===== config.mk =====
export PLATFORM = sky130hd
export DESIGN_NAME = sipo_deserializer
export DESIGN_NICKNAME = d
export VERILOG_FILES = /design/src/rtl/sipo_deserializer_pkg.sv /design/src/rtl/sipo_shift_reg.sv /design/src/rtl/sipo_deserializer.sv
export SDC_FILE = /design/constraint.sdc
export NUM_CORES = 1
export LEC_CHECK = 0
export BUFFER_PORTS_ARGS = -buffer_cell sky130_fd_sc_hd__buf_2
export CAP_MARGIN = 40
export CORE_AREA = 2 2 62 64
export CTS_CLUSTER_SIZE = 10
export DETAILED_ROUTE_END_ITERATION = 16
export DIE_AREA = 0 0 64 66
export PLACE_DENSITY_LB_ADDON = 0.15
export SETUP_SLACK_MARGIN = 0.4
export SYNTH_ARGS = -nofsm -noshare
export SYNTH_HDL_FRONTEND = slang
export SYNTH_SLANG_ARGS = --single-unit

===== constraint.sdc =====
create_clock -name clk -period 3.9 [get_ports clk]
set_clock_uncertainty 0.05 [all_clocks]
set_input_delay 0.195 -clock clk [delete_from_list [all_inputs] [get_ports clk]]
set_output_delay 0.195 -clock clk [all_outputs]
set_load 0.05 [all_outputs]

===== src/rtl/sipo_deserializer_pkg.sv =====
// sipo_deserializer_pkg
//   Shared types and helpers for the SIPO deserializer slice.
//   - state_t : FSM states (ST_COLLECT gathers data bits, ST_PARITY waits for
//               the even-parity bit when SIPO_PARITY_EN is defined)
//   - cnt_w() : bit-counter width for a given word width
package sipo_deserializer_pkg;

   typedef enum logic {
      ST_COLLECT = 1'b0,
      ST_PARITY  = 1'b1
   } state_t;

   // Counter must hold 0..WIDTH-1; sized as $clog2(WIDTH+1) for headroom.
   function automatic int cnt_w(input int width);
      return $clog2(width + 1);
   endfunction

endpackage


===== src/rtl/sipo_shift_reg.sv =====
// sipo_shift_reg
//   WIDTH-bit shift register with enable and synchronous active-low clear.
//   MSB_FIRST=1 shifts toward the MSB (first bit ends up in q[WIDTH-1]),
//   MSB_FIRST=0 shifts toward the LSB (first bit ends up in q[0]).
// Ports
//   clk    in   rising-edge clock
//   rst_n  in   synchronous clear, active-low
//   en     in   shift din in this edge
//   din    in   serial bit
//   q      out  current register contents
//   q_nxt  out  value q would take if shifted this edge (includes din)
module sipo_shift_reg #(
   parameter int WIDTH     = 8,
   parameter bit MSB_FIRST = 1'b1
) (
   input  logic             clk,
   input  logic             rst_n,
   input  logic             en,
   input  logic             din,
   output logic [WIDTH-1:0] q,
   output logic [WIDTH-1:0] q_nxt
);

   always_comb begin
      if (MSB_FIRST) q_nxt = {q[WIDTH-2:0], din};
      else           q_nxt = {din, q[WIDTH-1:1]};
   end

   always_ff @(posedge clk) begin
      if (!rst_n)  q <= '0;
      else if (en) q <= q_nxt;
   end

endmodule


===== src/rtl/sipo_deserializer.sv =====
// sipo_deserializer
//   Serial-in/parallel-out stage fed by a DFlipFlop Q stream. Qualified bits
//   are shifted into a WIDTH-bit word that is offered on a valid/ready port.
//   The serial side cannot be stalled: a word completing while the output
//   slot is still occupied is dropped and flagged on the sticky overrun bit.
//   Optional feature macro: SIPO_PARITY_EN -- one extra even-parity bit
//   follows each word; the word is delivered on the parity-bit edge and
//   parity_err reports (^word)^parity_bit. Undefined: parity_err tied 0.
// Ports
//   clk         in   rising-edge clock
//   rst_n       in   synchronous reset, active-low
//   din         in   serial data bit
//   din_valid   in   din is sampled this edge
//   frame_sync  in   restart word alignment (din with it counts as bit 0)
//   dout        out  assembled word
//   dout_valid  out  dout holds an unconsumed word
//   dout_ready  in   consumer accepts dout this edge
//   overrun     out  sticky: a completed word was dropped
//   clr_ovr     in   clears overrun (a simultaneous drop wins)
//   parity_err  out  parity result for current dout
module sipo_deserializer
   import sipo_deserializer_pkg::*;
#(
   parameter int WIDTH     = 8,
   parameter bit MSB_FIRST = 1'b1
) (
   input  logic             clk,
   input  logic             rst_n,
   input  logic             din,
   input  logic             din_valid,
   input  logic             frame_sync,
   output logic [WIDTH-1:0] dout,
   output logic             dout_valid,
   input  logic             dout_ready,
   output logic             overrun,
   input  logic             clr_ovr,
   output logic             parity_err
);

   localparam int                CNT_W = cnt_w(WIDTH);
   localparam logic [CNT_W-1:0] LAST  = CNT_W'(WIDTH - 1);

   state_t           state, state_nxt;
   logic [CNT_W-1:0] bit_cnt;
   logic [WIDTH-1:0] shreg, shreg_nxt, word;
   logic             shift_en, last_bit, word_done, slot_free;

   sipo_shift_reg #(
      .WIDTH     (WIDTH),
      .MSB_FIRST (MSB_FIRST)
   ) u_shreg (
      .clk   (clk),
      .rst_n (rst_n),
      .en    (shift_en),
      .din   (din),
      .q     (shreg),
      .q_nxt (shreg_nxt)
   );

   always_ff @(posedge clk) begin
      if (!rst_n) state <= ST_COLLECT;
      else        state <= state_nxt;
   end

   // word_done marks the delivery edge: last data bit without parity, the
   // parity bit with it. In PARITY the register already holds the full word.
   always_comb begin
      state_nxt = state;
      shift_en  = 1'b0;
      word_done = 1'b0;
      last_bit  = (bit_cnt == LAST);
      case (state)
         ST_COLLECT: begin
            shift_en = din_valid;
            if (din_valid && !frame_sync && last_bit) begin
`ifdef SIPO_PARITY_EN
               state_nxt = ST_PARITY;
`else
               word_done = 1'b1;
`endif
            end
         end
         ST_PARITY: begin
            if (frame_sync) begin
               // word discarded; a qualified bit on this edge starts the next one
               state_nxt = ST_COLLECT;
               shift_en  = din_valid;
            end else if (din_valid) begin
               state_nxt = ST_COLLECT;
               word_done = 1'b1;
            end
         end
         default: state_nxt = ST_COLLECT;
      endcase
   end

   assign word      = (state == ST_PARITY) ? shreg : shreg_nxt;
   assign slot_free = !dout_valid || dout_ready;

   always_ff @(posedge clk) begin
      if (!rst_n) begin
         bit_cnt <= '0;
      end else if (frame_sync) begin
         bit_cnt <= din_valid ? CNT_W'(1) : '0;
      end else if (state == ST_COLLECT && din_valid) begin
         bit_cnt <= last_bit ? '0 : bit_cnt + CNT_W'(1);
      end
   end

   always_ff @(posedge clk) begin
      if (!rst_n) begin
         dout       <= '0;
         dout_valid <= 1'b0;
         overrun    <= 1'b0;
      end else begin
         if (word_done && slot_free) begin
            dout       <= word;
            dout_valid <= 1'b1;
         end else if (dout_valid && dout_ready) begin
            dout_valid <= 1'b0;
         end

         if (word_done && !slot_free) overrun <= 1'b1;
         else if (clr_ovr)            overrun <= 1'b0;
      end
   end

`ifdef SIPO_PARITY_EN
   always_ff @(posedge clk) begin
      if (!rst_n)                      parity_err <= 1'b0;
      else if (word_done && slot_free) parity_err <= (^shreg) ^ din;
   end
`else
   assign parity_err = 1'b0;
`endif

endmodule


== Yosys cells after proc, flatten, opt, wreduce, memory -nomap -nowiden ==
Cells that the tools add are included.

* Bits in registers: 23
* Bits of input ports: 7
* Output and inout bits: 11
* Logic and storage cells: 40

* Add/sub/neg operators: 1
* Eq/ne operators: 1
* Mux-type cells: 16
* Bitwise logic cells: 2
* Reductions and logical operators: 14

{| class="wikitable"
|+ Operators with widths
! cell !! count
|-
| two-way mux 4 bit || 3
|-
| two-way mux 1 bit || 10
|-
| two-way mux 8 bit || 1
|-
| logical AND 1 bit || 6
|-
| nonzero test 2 bit || 3
|-
| adder 4 x 1 -> 4 bit, second input constant || 1
|-
| equality test 4 x 3 -> 1 bit, second input constant || 1
|-
| case mux 1 bit (2 select lines) || 2
|-
| logical NOT 1 bit || 3
|-
| OR reduction 3 bit || 1
|-
| NOT 1 bit || 2
|-
| logical OR 1 bit || 1
|}

== Logic depth before layout (Yosys ltp) ==
* Word-level depth: 7
* Mapped depth: 4
* Depth with buffers taken out: 4

== Cells and area by module ==
From an unflattened synthesis, not the netlist that was laid out.

* Cells, all modules: 114
* Area, all modules: 1129.8 µm²

{| class="wikitable"
|+ Modules (own cells, without submodules)
! module !! instances !! cells each !! area each (µm²) !! seq. area each (µm²)
|-
| sipo_deserializer || 1 || 81 || 768.2 || 300.3
|-
| sipo_shift_reg || 1 || 33 || 361.6 || 160.2
|}

== Least setup slack after synthesis ==
No wires, ideal clock.

* Path kind: flip-flop to flip-flop
* Start: reg bit_cnt[0]
* End: reg bit_cnt[0]
* Library setup time: 0.095 ns
* Data arrival time: 1.259 ns
* Required time: 3.755 ns
* Setup slack: 2.496 ns
* Cell stages (with the launch flop): 5
* Buffers on the path: 0
* Path through: dfxtp_1 ha_1 and3b_1 or3_1 a221oi_1

* Cells in the longest elaborated chain, start to end: 4
* Elaborated cells between the ends (all ways): 5
* Those cells by class: 1 x add/sub; 1 x eq/ne; 3 x mux

{| class="wikitable"
|+ Ends and longest elaborated chain
! what !! RTL line !! source
|-
| start, declared || sipo_deserializer.sv:44 || <nowiki>logic [CNT_W-1:0] bit_cnt;</nowiki>
|-
| start signal, assigned || sipo_deserializer.sv:104 || <nowiki>bit_cnt <= din_valid ? CNT_W'(1) : '0;</nowiki>
|-
| start signal, assigned || sipo_deserializer.sv:106 || <nowiki>bit_cnt <= last_bit ? '0 : bit_cnt + CNT_W'(1);</nowiki>
|-
| adder 4 x 1 -> 4 bit / equality test 4 x 3 -> 1 bit (equally long branches) || sipo_deserializer.sv:106, sipo_deserializer.sv:71 ||
|-
| two-way mux 4 bit * || sipo_deserializer.sv:106 ||
|-
| two-way mux 4 bit * || sipo_deserializer.sv:105 || <nowiki>end else if (state == ST_COLLECT && din_valid) begin</nowiki>
|-
| two-way mux 4 bit * || sipo_deserializer.sv:103 || <nowiki>end else if (frame_sync) begin</nowiki>
|}

Mark *: on every way between the ends. The rest lies on a longest branch, timed or not. The select of a mux whose other input is x is not followed.
A chain may end at the register's enable or synchronous reset.

== Worst setup path after layout ==
* Start: reg state
* End: reg u_shreg.q[7]

* Cells in the longest elaborated chain, start to end: 2

{| class="wikitable"
|+ Ends and longest elaborated chain
! what !! RTL line !! source
|-
| start, declared || sipo_deserializer.sv:43 || <nowiki>state_t state, state_nxt;</nowiki>
|-
| start signal, assigned || sipo_deserializer.sv:62 || <nowiki>else state <= state_nxt;</nowiki>
|-
| NOT 1 bit (no source line) || - ||
|-
| case mux 1 bit (2 select lines) * || sipo_deserializer.sv:72 || <nowiki>case (state)</nowiki>
|-
| end signal, assigned || sipo_shift_reg.sv:31 || <nowiki>else if (en) q <= q_nxt;</nowiki>
|-
| end, declared || sipo_shift_reg.sv:20 || <nowiki>output logic [WIDTH-1:0] q,</nowiki>
|}

Mark *: on every way between the ends. The rest lies on a longest branch, timed or not.

==> metrics <==
status completed; Internal Power ~0.29 mW; mean number of vias per cell approximately 4.6; worst r2r src state; CTS tree yes; synthesized instance count 115; max-slew violations 0; final hold vios 0; largest net degree at the start of global routing 20; Initial DRT Pass Iterations 4; mux share of post-synthesis cell area 0.167; clk_lat worst skew roughly 0.30 ns; Clk pwr share 0.296; first-pass GRT wire length between 3 and 4 mm; clock sink total 23; Die Area ~4200 µm²; Ys Warns 0; largest family of logic cells by synthesized area simple AND/OR/NAND/NOR gates; core area ~3600 µm²; critical path startpoint state; Max-Cap Viols 0; r2r setup slk 2.35 ns; clock slew at reported path FFs 0.13 ns; count of cell types in the netlist 27; synthesized cell area about 1100 µm²; post-place instance area roughly 1200 µm²; CTS Hold Bufs 0; root buf cell clkbuf_4; Synth-to-Final Area Change 12.0%; Core Rows 22; Die X 64 µm; Final Net Count 137; GRT overflow 0; initial antenna violation count 0; DRT iter0 DRCs 15; Final ANT Viol Nets 0; crit end category register; Starting Density 0.303; GR Util All Layers 0.106; Worst Path Arrival ~1.7 ns; Primary FF master, synth dfxtp_1; post-synth net total 123; Worst Setup EP u_shreg.q[7]; vias in the first global route 730; gpl congestion roughly 0.74; Vias approximately 820; Synth Area in XOR/XNOR 0.00813; final WL approximately 2.0 mm; Setup crit start kind register; simple-gate share of the synthesized area 0.208; Tcrit/Tclk final 0.396; unrepaired setup endpoints after global routing false; Max IR drop VDD 0.0000778 V; CP Max Fanout 16; Yosys top cell area share 0.427; Synth Area in Compound Gates 0.132; worst slew pin tran just under 0.6 ns; r2r endpoint u_shreg.q[7]; minimum clock period 1.55 ns; Setup Crit Path Kind register to register; maximum clock frequency 0.647 GHz; Seq/Total Area, Yosys 0.427; Worst Hold Class input port to register; required time of the critical path about 4 ns; Sw Ratio 0.236; Syn Area/Cell ~9.4 µm²; r2r worst-path depth 3; most numerous cell in the Yosys netlist dfxtp_1; Fin Setup TNS 0 ns; H-tree depth 1; Diodes inserted 0; dpl hpwl between 1 and 1.5 mm; CTS max path bufs 2; input/output buffers 16; largest cells by area after synthesis dfxtp_1 (43%), mux2i_1 (8.4%), mux2_2 (8.4%), nand3b_1 (7.0%), nand2_1 (5.6%); Die H 66 µm; Reg power frac 0.641; combinational cell fraction of total power 0.063; I/O pin cnt 18; filler cell count in the final layout around 380; PwrDens between 300 and 400 nW/µm²; top post-synthesis cells by count dfxtp_1 (23), nand2_1 (16), a21oi_1 (11); final core occ 0.340; Hold Path Depth 3; layout cells sized above 1 0.227; area leader, netlist dfxtp_1; Post-Layout Inst Area 1210 µm²; drc violations 0; CTS resizes 0; Adder-Cell Fraction of Synth Area 0.0116; Switch Pwr 0.0883 mW; EDFF count, synth 0; DR WL/cell approximately 11 µm; #FFs+latches synth 23; Async S/R FF share, synth 0; post-CTS setup buffers 0; Leakage around 0.50 nW; cts bufs inserted 3; slew margin rel. 0.602; final setup vio count 0
==> layout by cell type, fill, tap and decap left out <==
cell,netlist,final
a21oi_1,11,11
a221oi_1,1,1
and2b_1,1,1
and3b_1,1,1
buf_2,3,16
clkbuf_1,2,1
clkbuf_4,0,3
conb_1,1,1
dfxtp_1,23,23
ha_1,1,1
inv_1,2,2
mux2_2,8,8
mux2i_1,9,9
nand2_1,16,16
nand2b_1,3,3
nand2b_4,1,1
nand3_1,1,1
nand3b_1,10,10
nor2_1,2,2
nor2b_1,1,1
nor3b_1,1,1
o211ai_4,1,1
o21ai_0,10,10
o31ai_1,1,1
or3_1,1,1
or4_1,1,1
xor2_1,1,1
==> power by group through the flow <==
stage / combinational, mW / clock [mW] / sequential [mW]
final: 0.0236 / 0.111 / 0.239
after floorplan: 0.0184 / 0 / 0.244
after global routing: 0.0267 / 0.133 / 0.240
after global placement: 0.0238 / 0 / 0.245
after detailed placement: 0.0238 / 0 / 0.245
after CTS: 0.0241 / 0.117 / 0.239
==> routing by layer <==
layer,up-vias,routed length (µm),track usage
li1,429,-,-
met1,374,1050,0.147
met2,10,888,0.150
met3,2,59,0.0256
met4,0,22,0.0571
met5,-,0,0
==> critical path, stage by stage, from the launching register on <==
cell and delay, ns:
dfxtp_1 0.72, and2b_1 0.43, o21ai_0 0.13, a21oi_1 0.15
==> logic make-up after synthesis <==
group,after synthesis
xor gates and xnor gates,1
adders and majority gates,1
other,1
AOI/OAI and AO/OA,24
muxes,17
DFF,23
and+or+nand+nor,39
buffers and inverters,9
==> metrics by stage <==
step / setup slack (ns) / instances / power (mW) / hold slack [ns]
finish: 2.35 / 176 / 0.374 / 0.102
global route: 2.20 / 176 / 0.400 / 0.0816
detailed placement: 2.39 / 172 / 0.268 / 0.400
global placement: 2.40 / 172 / 0.268 / 0.391
floorplan: 2.50 / 115 / 0.262 / 0.307
CTS: 2.37 / 176 / 0.380 / 0.0836
==> state kept, by name (all words and copies together), names as in the netlist <==
name	count
dout_valid	1
overrun	1
u_shreg.q	8
bit_cnt	4
state	1
dout	8
==> area by class of cell <==
cell class	instances	area [µm²]	share of cell area
inverters	2	7.51	0.00622
well taps	48	60.1	0.0498
clock buffers	4	26.3	0.0218
multi-input cells	83	572	0.474
flip-flops and latches	23	460	0.382
repair buffers	16	80.1	0.0664
==> worst min path at each step <==
stage	startpoint	slack, ns	end
final	clr_ovr	0.10	overrun
after global routing	clr_ovr	0.08	overrun
after CTS	clr_ovr	0.08	overrun
after detailed placement	dout[2]	0.40	dout[2]
after global placement	dout[1]	0.39	dout[1]
after floorplan	din	0.31	u_shreg.q[0]
Note: power is estimated with default switching activity, not from simulation.
